File: config.mk
export PLATFORM = sky130hd
export DESIGN_NAME = p_cache_arbiter
export DESIGN_NICKNAME = d
export VERILOG_FILES = /design/src/rtl/cache_mux_types_pkg.sv /design/src/rtl/p_cache_arbiter.sv
export SDC_FILE = /design/constraint.sdc
export NUM_CORES = 1
export LEC_CHECK = 0
export BUFFER_PORTS_ARGS = -buffer_cell sky130_fd_sc_hd__buf_4
export CAP_MARGIN = 30
export CORE_AREA = 2 2 537 539
export CTS_BUF_LIST = sky130_fd_sc_hd__clkbuf_2 sky130_fd_sc_hd__clkbuf_4 sky130_fd_sc_hd__clkbuf_8
export DETAILED_ROUTE_END_ITERATION = 10
export DIE_AREA = 0 0 539 541
export GPL_TIMING_DRIVEN = 0
export HOLD_SLACK_MARGIN = 0.15
export SYNTH_ARGS = -nofsm -noshare
export SYNTH_HDL_FRONTEND = slang
export SYNTH_SLANG_ARGS = --single-unit
File: constraint.sdc
create_clock -name clk -period 4 [get_ports clk]
set_input_delay 0.8 -clock clk [delete_from_list [all_inputs] [get_ports clk]]
set_output_delay 0.8 -clock clk [all_outputs]
set_load 0.02 [all_outputs]
File: src/rtl/cache_mux_types_pkg.sv
// Shared types for the cache-to-memory multiplexing logic.
package cache_mux_types;

    // Arbiter sequencing: one line transaction in flight at a time.
    typedef enum logic [2:0] {
        IDLE    = 3'd0,
        I_READ  = 3'd1,
        D_READ  = 3'd2,
        D_WRITE = 3'd3,
        DONE    = 3'd4
    } arb_state_t;

    // Which cache owned the most recent grant; used for round-robin ties.
    typedef enum logic {
        ARB_I = 1'b0,
        ARB_D = 1'b1
    } arb_grant_t;

endpackage

File: src/rtl/p_cache_arbiter.sv
// Shares one physical-memory line port between the I-cache and D-cache.
// One transaction in flight; address/data are latched at grant time and the
// memory response is routed only to the cache that owns the grant.
module p_cache_arbiter
    import cache_mux_types::*;
#(
    parameter int s_line = 256,
    parameter int s_addr = 32
) (
    input  logic              clk,
    input  logic              rst,

    input  logic              i_pmem_read,
    input  logic [s_addr-1:0] i_pmem_address,
    output logic              i_pmem_resp,
    output logic [s_line-1:0] i_pmem_rdata,

    input  logic              d_pmem_read,
    input  logic              d_pmem_write,
    input  logic [s_addr-1:0] d_pmem_address,
    input  logic [s_line-1:0] d_pmem_wdata,
    output logic              d_pmem_resp,
    output logic [s_line-1:0] d_pmem_rdata,

    output logic              pmem_read,
    output logic              pmem_write,
    output logic [s_addr-1:0] pmem_address,
    output logic [s_line-1:0] pmem_wdata,
    input  logic              pmem_resp,
    input  logic [s_line-1:0] pmem_rdata
);

    arb_state_t        state;
    arb_state_t        state_next;
    arb_grant_t        last_grant;
    arb_grant_t        grant_next;
    logic [s_addr-1:0] addr_q;
    logic [s_line-1:0] wdata_q;

    logic              latch_en;
    logic              latch_wdata;
    logic [s_addr-1:0] latch_addr;
    logic              i_req;
    logic              d_req;

    assign i_req = i_pmem_read;
    assign d_req = d_pmem_read | d_pmem_write;

    // Next state and grant selection; ties go to the cache not granted last.
    always_comb begin
        state_next  = state;
        grant_next  = last_grant;
        latch_en    = 1'b0;
        latch_wdata = 1'b0;
        latch_addr  = i_pmem_address;
        unique case (state)
            IDLE: begin
                if (d_req && (!i_req || last_grant == ARB_I)) begin
                    // A simultaneous read and write from the D-cache is a write-back.
                    state_next  = d_pmem_write ? D_WRITE : D_READ;
                    grant_next  = ARB_D;
                    latch_en    = 1'b1;
                    latch_wdata = d_pmem_write;
                    latch_addr  = d_pmem_address;
                end else if (i_req) begin
                    state_next = I_READ;
                    grant_next = ARB_I;
                    latch_en   = 1'b1;
                end
            end
            I_READ, D_READ, D_WRITE: begin
                if (pmem_resp) begin
                    state_next = DONE;
                end
            end
            // Dead cycle lets the served cache drop its request before re-arbitration.
            DONE: state_next = IDLE;
            default: state_next = IDLE;
        endcase
    end

    // State, round-robin history and the latched transaction.
    always_ff @(posedge clk or negedge rst) begin
        if (!rst) begin
            state      <= IDLE;
            last_grant <= ARB_I;
            addr_q     <= '0;
            wdata_q    <= '0;
        end else begin
            state      <= state_next;
            last_grant <= grant_next;
            if (latch_en) begin
                addr_q <= latch_addr;
            end
            if (latch_wdata) begin
                wdata_q <= d_pmem_wdata;
            end
        end
    end

    // Output decode: strobes only in grant states, response gated by owner.
    always_comb begin
        pmem_read    = (state == I_READ) || (state == D_READ);
        pmem_write   = (state == D_WRITE);
        pmem_address = addr_q;
        pmem_wdata   = wdata_q;
        i_pmem_resp  = pmem_resp && (state == I_READ);
        d_pmem_resp  = pmem_resp && ((state == D_READ) || (state == D_WRITE));
        i_pmem_rdata = pmem_rdata;
        d_pmem_rdata = pmem_rdata;
    end

endmodule

==> run_results.csv <==
group,metric,value,unit
drt,viasPerCell,2.25,
drt,drtIter0Drc,618,
clock_tree,cts_root_buf,"clkbuf_8",
critical_path,critPathMaxFanout,10,
logic_synthesis,ys_warn_count,0,
drt,dr.pass1.iters,4,
logic_synthesis,synth.avg_cell_area,12.1,um^2
pwr,p_sw_share,48.2,%
min_path,hold_class,"input port to register",
critical_path,crit_family,"buffers and inverters",
floorplanning,start_util,5.32,%
logic_synthesis,yosysTopAreaCell,"dfrtp_1",
critical_path,r2r_slack,1230,ps
critical_path,slowest_delay,540,ps
clock_tree,clock_latency,730,ps
final_layout,final_cell_mix,"buf_4 (1646), dfrtp_1 (292), mux2_1 (240)",
final_layout,fin_nets,3040,
global_route,grt_first_pass_wirelength,201,mm
floorplanning,fp.dieArea,0.292,mm^2
placed_design,hpwlAfterDp,161,mm
timing,setup_viol,0,
drt,vias,14198,
pwr,p_sw,9.38,mW
critical_path,cp_num_buf_inv,4,
final_layout,nFillCells,33128,
drt,routed.top_layer,"met5",
floorplanning,die_x,539,um
critical_path,r2r_cells,7,
min_path,hold_end,"pmem_wdata[116]$_DFFE_PN0P_",
logic_synthesis,synth_top_area_share,48.0,%
timing,max-slew-margin-rel,47.1,%
drt,drc,0,
timing,rsz0062_at_grt,"false",
global_route,grt_overflow_total,0,
drt,wl_met2,83.9,mm
critical_path,endpoint_kind,"register",
floorplanning,row_count,197,
drt,wl_per_cell,27.1,um
timing,setup_tns,0,ps
timing,tightest_slew,787,ps
logic_synthesis,syn_inst,1257,
logic_synthesis,ys_seq_area_share,48.0,%
timing,min_period,2770,ps
global_route,grt_max_degree,116,
flow_run,max_cap_violations,0,
global_route,grt_pass1_vias,14439,
timing,finalCritPeriodShare,69.1,%
floorplanning,ios,1386,
final_layout,drive_gt1_share,71.8,%
min_path,hold_depth,2,
final_layout,final_common_cell,"buf_4",
floorplanning,die_y,541,um
global_route,antenna_found_initial,98,
clock_tree,cts_tree,"done",
outcome,status,"complete, no violations",
global_route,track_usage,11.3,%
placed_design,place_ws,684,ps
min_path,hp-start,"d_pmem_wdata[116]",
logic_synthesis,synthTopCellsByArea,"dfrtp_1 (48%), buf_4 (26%), mux2_1 (18%)",
critical_path,crit_type,"register to register",
floorplanning,core_area,0.286,mm^2
drt,wl_met1,61.2,mm
logic_synthesis,synth_fp_nets,1839,
critical_path,critPathLaunchType,"register",
clock_tree,cts_made_buffers,53,
critical_path,cp_cell_sequence,"clkbuf_1 -> nor3_4 -> nand3_1 -> buf_8 -> buf_4 -> buf_6 -> mux2_1",
critical_path,worst_path_max_delay_cell,"nor3_4",
logic_synthesis,syn_area,0.0152,mm^2
final_layout,fin_util,10.4,%
pwr,p_per_area,651,mW/mm^2
clock_tree,numClockSinks,292,
drt,met3WireLength,20.8,mm
pwr,ir_drop,268,uV
clock_tree,clkTransAtPathRegs,60,ps
pwr,p_comb_share,56.9,%
critical_path,crit_arrival,3370,ps
pwr,p_clk_share,15.9,%
placed_design,place_inst,6173,
clock_tree,postCtsResizedCells,0,
critical_path,worstReg2RegEnd,"pmem_wdata[207]$_DFFE_PN0P_",
clock_tree,post_cts.repair.setup_buffers,0,
pwr,p_int,10.1,mW
critical_path,rr_startpoint,"state[2]$_DFFE_PN0P_",
clock_tree,cts-hold-fix-buffers,11,
timing,timing.final.ws_setup,1230,ps
critical_path,cp_data_required_time,4600,ps
timing,clock_skew,55.7,ps
timing,fmax,362,MHz
logic_synthesis,ys_seq_elements,292,
pwr,power_leakage,13.6,nW
final_layout,synthToLayoutAreaGrowth,96.1,%
pwr,seq_power_share,27.2,%
clock_tree,clockBufferDepth,3,
logic_synthesis,yosysUniqueCellTypes,28,
placed_design,place_congestion,0.910,
drt,postRouteAntennaNets,0,
final_layout,stdcell_count,6306,
timing,drv_slew,0,
timing,hold_violations,0,
drt,drt-total-wl,171,mm
placed_design,io_buffers,1129,
clock_tree,htree_levels,2,
pwr,total_power,19.4,mW
[registers in the layout, indices dropped and copies added, names as in the netlist]
name	count
pmem_wdata	256
last_grant	1
state	3
pmem_address	32
[Yosys cell counts]
library cell and instances:
xnor2_1 1, o31ai_1 30, nand2b_1 1, a211oi_1 2, nor3b_1 2, a22o_1 1
mux2_2 16, buf_4 518, buf_2 4, or3_1 1, o32ai_1 1, a2bb2oi_2 1
a21oi_1 30, clkbuf_1 19, o21ai_0 33, inv_1 1, nand2_1 1, mux2_1 240
nor4b_1 1, buf_6 20, a2bb2oi_1 2, nor2_1 35, nand3_1 1, dfrtp_1 292
and3b_1 1, o2bb2ai_1 1, nor3_4 1, nor3_1 1
[power by group through the flow]
| stage | logic (mW) | registers (mW) | clock network, mW |
|---|---|---|---|
| detailed placement | 11.6 | 5.36 | 0 |
| floorplan | 2.71 | 7.04 | 0 |
| CTS | 11.7 | 5.31 | 3.23 |
| global route | 12.0 | 5.50 | 3.31 |
| finish | 11.1 | 5.29 | 3.08 |
| global placement | 11.6 | 5.29 | 0 |
[metrics by stage]
| stage | instance area (um^2) | hold WS, ps |
|---|---|---|
| 3_3_place_gp | 28400 | 475 |
| 6_report | 29900 | 265 |
| 3_5_place_dp | 28600 | 482 |
| 5_1_grt | 29800 | 189 |
| 4_1_cts | 29800 | 150 |
| 2_1_floorplan | 15200 | 504 |
[layout make-up]
cell class                      count  area (um^2)  area share, %
Timing Repair Buffer             1146         8720           29.2
Multi-Input combinational cell    403         3710           12.4
Antenna cell                       28         70.1          0.235
Clock buffer                       77          966           3.23
Clock inverter                     17          148          0.494
Buffer                            561         4210           14.1
Sequential cell                   292         7310           24.5
Tap cell                         3781         4730           15.8
Inverter                            1         3.75         0.0126
[metal layers]
layer,vias to the layer above,track usage [%]
met5,-,0
met4,18,2.73
met3,221,5.88
met2,1071,20.0
met1,6716,11.6
li1,6172,-
[kinds of logic (layout without fill, tap and decap cells)]
family	after synthesis	after routing	synth area share, %
compound gates	101	101	4.03
xor+xnor	1	1	0.0575
buf+inv	562	1802	27.6
flops	292	292	48.0
mux	256	256	18.9
other cells	0	28	0
simple gates	45	45	1.36
[how the worst max path moves through the flow]
stage,start,endpoint,cells past startpoint
5_1_grt,state[2]$_DFFE_PN0P_,pmem_wdata[119]$_DFFE_PN0P_,7
6_report,state[2]$_DFFE_PN0P_,pmem_wdata[207]$_DFFE_PN0P_,7
4_1_cts,state[2]$_DFFE_PN0P_,pmem_wdata[207]$_DFFE_PN0P_,7
2_1_floorplan,pmem_resp,i_pmem_resp,1
3_5_place_dp,d_pmem_write,pmem_wdata[121]$_DFFE_PN0P_,7
3_3_place_gp,rst,pmem_wdata[171]$_DFFE_PN0P_,1
No activity file was read; power rests on OpenSTA's default activity.
